`src/rtl/uart_rx.sv`:
```
// uart_rx: 16x-oversampled UART receiver with start-bit validation and
// framing-error detection. The asynchronous rx pin is synchronised through
// two flops before use.
//
// Optional feature: define UART_RX_PARITY_EN to add a parity bit between the
// data bits and the stop bit (PARITY_ODD selects odd/even).
//
// Ports:
//   clk       - system clock, all logic on rising edge
//   rst_n     - asynchronous active-low reset
//   rx        - serial input, idles high
//   dout      - last good received word, held until the next good frame
//   rx_done   - one-cycle pulse, dout valid in that cycle
//   frame_err - one-cycle pulse on bad stop bit (or bad parity)
//   busy      - high whenever the receiver is not in IDLE
module uart_rx #(
  parameter int unsigned CLK_FREQ   = 100_000_000,
  parameter int unsigned BAUD       = 115200,
  parameter int unsigned DATA_WIDTH = 8,
  parameter int unsigned OVERSAMPLE = 16,
  parameter int unsigned PARITY_ODD = 0
) (
  input  logic                  clk,
  input  logic                  rst_n,
  input  logic                  rx,
  output logic [DATA_WIDTH-1:0] dout,
  output logic                  rx_done,
  output logic                  frame_err,
  output logic                  busy
);

  localparam int unsigned DIV_RAW = CLK_FREQ / (BAUD * OVERSAMPLE);
  localparam int unsigned DIV     = (DIV_RAW < 1) ? 1 : DIV_RAW;
  localparam int unsigned DIV_W   = (DIV > 1) ? $clog2(DIV) : 1;
  localparam int unsigned SMP_W   = $clog2(OVERSAMPLE);
  localparam int unsigned BIT_W   = (DATA_WIDTH > 1) ? $clog2(DATA_WIDTH) : 1;

  localparam logic [SMP_W-1:0] SMP_MID  = SMP_W'(OVERSAMPLE / 2 - 1);
  localparam logic [SMP_W-1:0] SMP_LAST = SMP_W'(OVERSAMPLE - 1);
  localparam logic [BIT_W-1:0] BIT_LAST = BIT_W'(DATA_WIDTH - 1);

  typedef enum logic [2:0] {
    IDLE,
    START,
    DATA,
`ifdef UART_RX_PARITY_EN
    PARITY,
`endif
    STOP,
    WAIT_HIGH
  } state_e;

  state_e                state_q, state_d;
  logic [DIV_W-1:0]      div_q, div_d;
  logic [SMP_W-1:0]      smp_q, smp_d;
  logic [BIT_W-1:0]      bit_q, bit_d;
  logic [DATA_WIDTH-1:0] shift_q, shift_d;
  logic [DATA_WIDTH-1:0] dout_q, dout_d;
  logic                  done_q, done_d;
  logic                  ferr_q, ferr_d;
  logic                  perr_q, perr_d;
  logic                  rx_meta_q, rx_s_q;
  logic                  tick;

  // Free-running oversample tick; with DIV==1 it fires every cycle.
  assign tick  = (div_q == DIV_W'(DIV - 1));
  assign div_d = tick ? '0 : div_q + DIV_W'(1);

  always_comb begin
    state_d = state_q;
    smp_d   = smp_q;
    bit_d   = bit_q;
    shift_d = shift_q;
    dout_d  = dout_q;
    done_d  = 1'b0;
    ferr_d  = 1'b0;
    perr_d  = perr_q;
    case (state_q)
      IDLE: begin
        if (!rx_s_q) begin
          smp_d   = '0;
          bit_d   = '0;
          perr_d  = 1'b0;
          state_d = START;
        end
      end
      START: begin
        if (tick) begin
          if (smp_q == SMP_MID) begin
            // Mid start bit: a high line means the falling edge was a glitch.
            if (rx_s_q) begin
              state_d = IDLE;
            end else begin
              smp_d   = '0;
              state_d = DATA;
            end
          end else begin
            smp_d = smp_q + SMP_W'(1);
          end
        end
      end
      DATA: begin
        if (tick) begin
          if (smp_q == SMP_LAST) begin
            smp_d   = '0;
            shift_d = {rx_s_q, shift_q[DATA_WIDTH-1:1]};
            if (bit_q == BIT_LAST) begin
`ifdef UART_RX_PARITY_EN
              state_d = PARITY;
`else
              state_d = STOP;
`endif
            end else begin
              bit_d = bit_q + BIT_W'(1);
            end
          end else begin
            smp_d = smp_q + SMP_W'(1);
          end
        end
      end
`ifdef UART_RX_PARITY_EN
      PARITY: begin
        if (tick) begin
          if (smp_q == SMP_LAST) begin
            smp_d   = '0;
            perr_d  = rx_s_q != ((^shift_q) ^ (PARITY_ODD != 0));
            state_d = STOP;
          end else begin
            smp_d = smp_q + SMP_W'(1);
          end
        end
      end
`endif
      STOP: begin
        if (tick) begin
          if (smp_q == SMP_LAST) begin
            smp_d = '0;
            if (rx_s_q && !perr_q) begin
              dout_d  = shift_q;
              done_d  = 1'b1;
              state_d = IDLE;
            end else begin
              ferr_d  = 1'b1;
              state_d = WAIT_HIGH;
            end
          end else begin
            smp_d = smp_q + SMP_W'(1);
          end
        end
      end
      WAIT_HIGH: begin
        if (rx_s_q) state_d = IDLE;
      end
      default: state_d = IDLE;
    endcase
  end

  always_ff @(posedge clk or negedge rst_n) begin
    if (!rst_n) begin
      state_q   <= IDLE;
      div_q     <= '0;
      smp_q     <= '0;
      bit_q     <= '0;
      shift_q   <= '0;
      dout_q    <= '0;
      done_q    <= 1'b0;
      ferr_q    <= 1'b0;
      perr_q    <= 1'b0;
      rx_meta_q <= 1'b1;
      rx_s_q    <= 1'b1;
    end else begin
      state_q   <= state_d;
      div_q     <= div_d;
      smp_q     <= smp_d;
      bit_q     <= bit_d;
      shift_q   <= shift_d;
      dout_q    <= dout_d;
      done_q    <= done_d;
      ferr_q    <= ferr_d;
      perr_q    <= perr_d;
      rx_meta_q <= rx;
      rx_s_q    <= rx_meta_q;
    end
  end

  assign dout      = dout_q;
  assign rx_done   = done_q;
  assign frame_err = ferr_q;
  assign busy      = (state_q != IDLE);

endmodule

```
`config.mk`:
```
export PLATFORM = sky130hd
export DESIGN_NAME = uart_rx
export DESIGN_NICKNAME = d
export VERILOG_FILES = /design/src/rtl/uart_rx.sv
export SDC_FILE = /design/constraint.sdc
export NUM_CORES = 1
export LEC_CHECK = 0
export ABC_AREA = 1
export BUFFER_PORTS_ARGS = -buffer_cell sky130_fd_sc_hd__buf_2
export CELL_PAD_IN_SITES_DETAIL_PLACEMENT = 0
export CELL_PAD_IN_SITES_GLOBAL_PLACEMENT = 2
export CORE_MARGIN = 2
export CORE_UTILIZATION = 36
export DETAILED_ROUTE_END_ITERATION = 7
export GPL_ROUTABILITY_DRIVEN = 0
export PLACE_DENSITY = 0.86
export SYNTH_ARGS = -nofsm -noshare
export SYNTH_HDL_FRONTEND = slang
export SYNTH_SLANG_ARGS = --single-unit
```
`constraint.sdc`:
```
create_clock -name clk -period 1.98 [get_ports clk]
set_input_delay 0.396 -clock clk [delete_from_list [all_inputs] [get_ports clk]]
set_output_delay 0.396 -clock clk [all_outputs]
set_load 0.01 [all_outputs]
```
-- Word level (Yosys, flattened, before mapping)
Index checks and enable logic that the tools add are counted.
- word-level logic and storage cells: 74
- input bits: 3
- output and inout port bits: 11
- register bits: 36
- reduce and logical (&&, ||, !) cells: 10
- equality and inequality tests: 19
- $add $sub $neg: 3
- muxes and demuxes: 32
- operators with widths (operator ; count):
    $mux 3 ; 14
    $mux 4 ; 5
    $ne 2x2->1 const B ; 10
    $pmux 3 s5 ; 1
    $pmux 4 s3 ; 1
    $reduce_and 9->1 ; 1
    $mux 1 ; 8
    $add 6x1->6 const B ; 1
    $eq 3x2->1 const B ; 2
    $eq 3x3->1 const B ; 2
    $eq 6x6->1 const B ; 1
    $mux 6 ; 1
    $pmux 3 s2 ; 1
    $reduce_and 3->1 ; 2
    $reduce_bool 3->1 ; 2
    $reduce_and 5->1 ; 1
    $add 4x1->4 const B ; 1
    $eq 4x3->1 const B ; 1
    $eq 4x4->1 const B ; 1
    $reduce_and 4->1 ; 1
    $add 3x1->3 const B ; 1
    $eq 3x1->1 const B ; 1
    $logic_not 3->1 ; 1
    $mux 2 ; 1
    3 further kinds ; 3

-- Longest topological paths before layout
- depth after elaboration: 5
- mapped depth: 10
- depth with buffers taken out: 10

-- Worst setup path after synthesis
Ideal clock, no wire load.
- path kind: register -> register
- start point: register smp_q[0]
- end point: register dout_q[1], in the netlist dout[1]
- required time: 1.864 ns
- slack: 0.579 ns
- period minus slack after synthesis: 1.401 ns
- data arrival time: 1.284 ns
- setup time: 0.116 ns
- stages on the path, launching flop included: 10
- path buffers: 0
- path through: dfrtp_1 -> ha_1 -> nand3_2 -> inv_2 -> nand2_4 -> clkinv_8 -> nand2_4 -> clkinv_4 -> nand2_1 -> nand2_1
- word-level cells in the longest chain between the ends: 2
- RTL lines (what ; RTL line ; RTL):
    from (decl) ; 55 ; logic [SMP_W-1:0] smp_q, smp_d;
    from (signal assigned) ; 174 ; smp_q <= smp_d;
    $eq 4x4->1 ; 136 ; if (smp_q == SMP_LAST) begin
    $reduce_and 4->1 (no line) ; n/a ;
    to (signal assigned) ; 177 ; dout_q <= dout_d;
    to (decl) ; 58 ; logic [DATA_WIDTH-1:0] dout_q, dout_d;
Every way passes these cells.
A chain may end at the register's enable or synchronous reset.

-- Worst setup path in the final report
- start point: register state_q[0]
- end point: output busy
- word-level cells in the longest chain between the ends: 1
- RTL lines (what ; RTL line ; RTL):
    from (decl) ; 53 ; state_e state_q, state_d;
    from (signal assigned) ; 172 ; state_q <= state_d;
    $reduce_bool 3->1 ; 189 ; assign busy = (state_q != IDLE);
    to (decl) ; 29 ; output logic busy
Every way passes these cells.

==> impl_metrics.yaml <==
run_status:
  outcome: "complete, no violations"
synth:
  synth.distinct_cells: 27
  yosys_register_bits: 36
  synth-seq-area-share: 0.4750
  synth_area_per_cell_um2: 8.162
  netlist_area_um2: 1902
  synth_warnings: 0
  synthCells: 233
  syn_nets: 241
clocking:
  numCtsBuffers: 5
  clock_latency_ns: 0.29
  cts_tree: "done"
  clock_path_buffers: 2
  cts_resized: 0
  hold_buffers: 0
  ctsHtreeMaxLevel: 2
  cts-root-buf: "clkbuf_8"
  post_cts_buffers: 0
  clkTransAtPathRegs_ns: 0.08
  clock-sinks: 36
power:
  power.total_mw: 1.281
  ir_drop_mv: 0.2758
  pwr_density_cell_nw_per_um2: 602.8
  leakage_nw: 1.164
placement:
  placed_area_um2: 2038
  port_buffers: 13
  dp_hpwl_um: 2551
timing:
  clock_skew_ns: 0.009757
  relSlewSlack: 0.6863
  post-route-min-period_ns: 1.727
  fmax_ghz: 0.5789
  holdWs_ns: 0.1367
  setup_violations: 0
  tightest_slew_ns: 0.4705
  drv_slew: 0
  finalHoldViolCount: 0
  post-route-period-util: 0.8724
  rsz0062_at_grt: "no"
  finalSetupTns_ns: 0
floorplanning:
  die_h_um: 76.69
  initial_core_util: 0.3724
  ios: 14
  rows: 26
  die_w_um: 76.69
  fp.coreArea_um2: 5107
  die_area_um2: 5881
route:
  final_antenna_net_count: 0
  post_drt_wl_per_cell_um: 11.21
  routed.top_layer: "met4"
  drt_iter0_markers: 72
  drt-vias-per-instance: 4.543
  totalWireLength_um: 3609
  wl_met1_um: 1858
  drtPass1Iterations: 4
  vias: 1463
  drc: 0
  wl_met2_um: 1607
  wl_met3_um: 95
final_layout:
  fin_nets: 259
  multi_input_area_um2: 863.3
  final_util: 0.4162
  fillers: 542
  register_area_um2: 903.4
  final_cell_mix: "nand2_1, dfrtp_1, nand3_1"
  final_common_cell: "nand2_1"
  area_growth_pct: 11.78
  stdcell_area_um2: 2126
  n_antenna_cell: 0
  drive_gt1_frac: 0.2103
global_routing:
  grt_max_degree: 37
  grt_use_total: 0.1407
  grt_pass1_wl_um: 6672
  overflow: 0
  grt_pass1_vias: 1437
  antenna_found_initial: 0
worst_hold_path:
  hold_class: "input pin to asynchronous set/reset pin"
setup_path:
  crit_required_ns: 1.58
  crit_type: "register to output port"
  critPathLaunchType: "register"
  crit_path_max_incr_delay_ns: 0.52
  arrival_ns: 1.33
  cp_slowest_cell: "dfrtp_1"
  cp_cell_sequence: "nor2_1 > nand2_1 > buf_2"
  critPathMaxFanout: 9
  end_kind: "output port"
flow_run:
  drv_cap: 0
[metrics by stage]
stage | setup slack (ns) | cells
after global placement | 0.3867 | 314
final | 0.2527 | 322
after CTS | 0.2422 | 322
after floorplan | 0.5795 | 233
after global routing | 0.1654 | 322
after detailed placement | 0.3789 | 314
[cell usage after synthesis (all sizes together)]
master	instances	share of area
dfrtp	34	0.45
nor3	2	0.0053
o21ai	8	0.025
nand3	33	0.097
nand2	96	0.21
dfstp	2	0.028
nand4	2	0.0066
nor2	18	0.058
nand3b	1	0.0039
buf	4	0.016
o22ai	1	0.0033
inv	21	0.041
ha	5	0.033
a21oi	4	0.012
clkinv	2	0.013
[worst max-delay path: cells and delay by family (launching register included)]
kind / cells / cell delay, ns
flip-flops: 1 / 0.52
buffers and inverters: 1 / 0.15
AND/OR/NAND/NOR: 2 / 0.37
[power by group]
| part | internal, mW | switching (mW) | total [mW] |
|---|---|---|---|
| logic | 0.00473 | 0.0199 | 0.0247 |
| clock network | 0.245 | 0.272 | 0.518 |
| registers | 0.738 | 0.000732 | 0.739 |
| total | 0.988 | 0.293 | 1.28 |
[worst paths after layout]
| path | startpoint | end | slack (ns) | cells past startpoint |
|---|---|---|---|---|
| min in group clk | rx | rx_meta_q$_DFF_PN1_ | 0.20 | 1 |
| setup reg to reg | smp_q[0]$_DFFE_PN0P_ | dout[4]$_DFFE_PN0P_ | 0.37 | 9 |
| max in group asynchronous | rst_n | rx_s_q$_DFF_PN1_ | 1.49 | 2 |
| hold / removal | rst_n | smp_q[2]$_DFFE_PN0P_ | 0.14 | 2 |
| setup / recovery | state_q[0]$_DFFE_PN0P_ | busy | 0.25 | 3 |
| hold reg to reg | rx_meta_q$_DFF_PN1_ | rx_s_q$_DFF_PN1_ | 0.36 | 0 |
[cell type report]
type | instances | area share
Clock buffer | 5 | 0.03237
Clock inverter | 3 | 0.008829
Inverter | 23 | 0.04885
Multi-Input combinational cell | 170 | 0.4061
Sequential cell | 36 | 0.4250
Tap cell | 70 | 0.04120
Timing Repair Buffer | 15 | 0.03767
[layer usage]
layer / global-route usage / vias up
li1: - / 779
met1: 0.2002 / 657
met2: 0.2132 / 22
met3: 0.03176 / 5
met4: 0.04364 / 0
met5: 0 / -
[logic make-up after synthesis]
| logic type | synth area share |
|---|---|
| and+or+nand+nor | 0.3803 |
| DFF | 0.4750 |
| buffers and inverters | 0.07105 |
| AOI/OAI and AO/OA | 0.04079 |
| adders and majority gates | 0.03289 |
[registers in the layout, indices dropped and copies added, names as in the netlist]
register and flops:
dout 8, div_q 6, smp_q 4, shift_q 8, rx_s_q 1, frame_err 1, bit_q 3, rx_meta_q 1
state_q 3, rx_done 1
(Power assumes the default switching activity.)
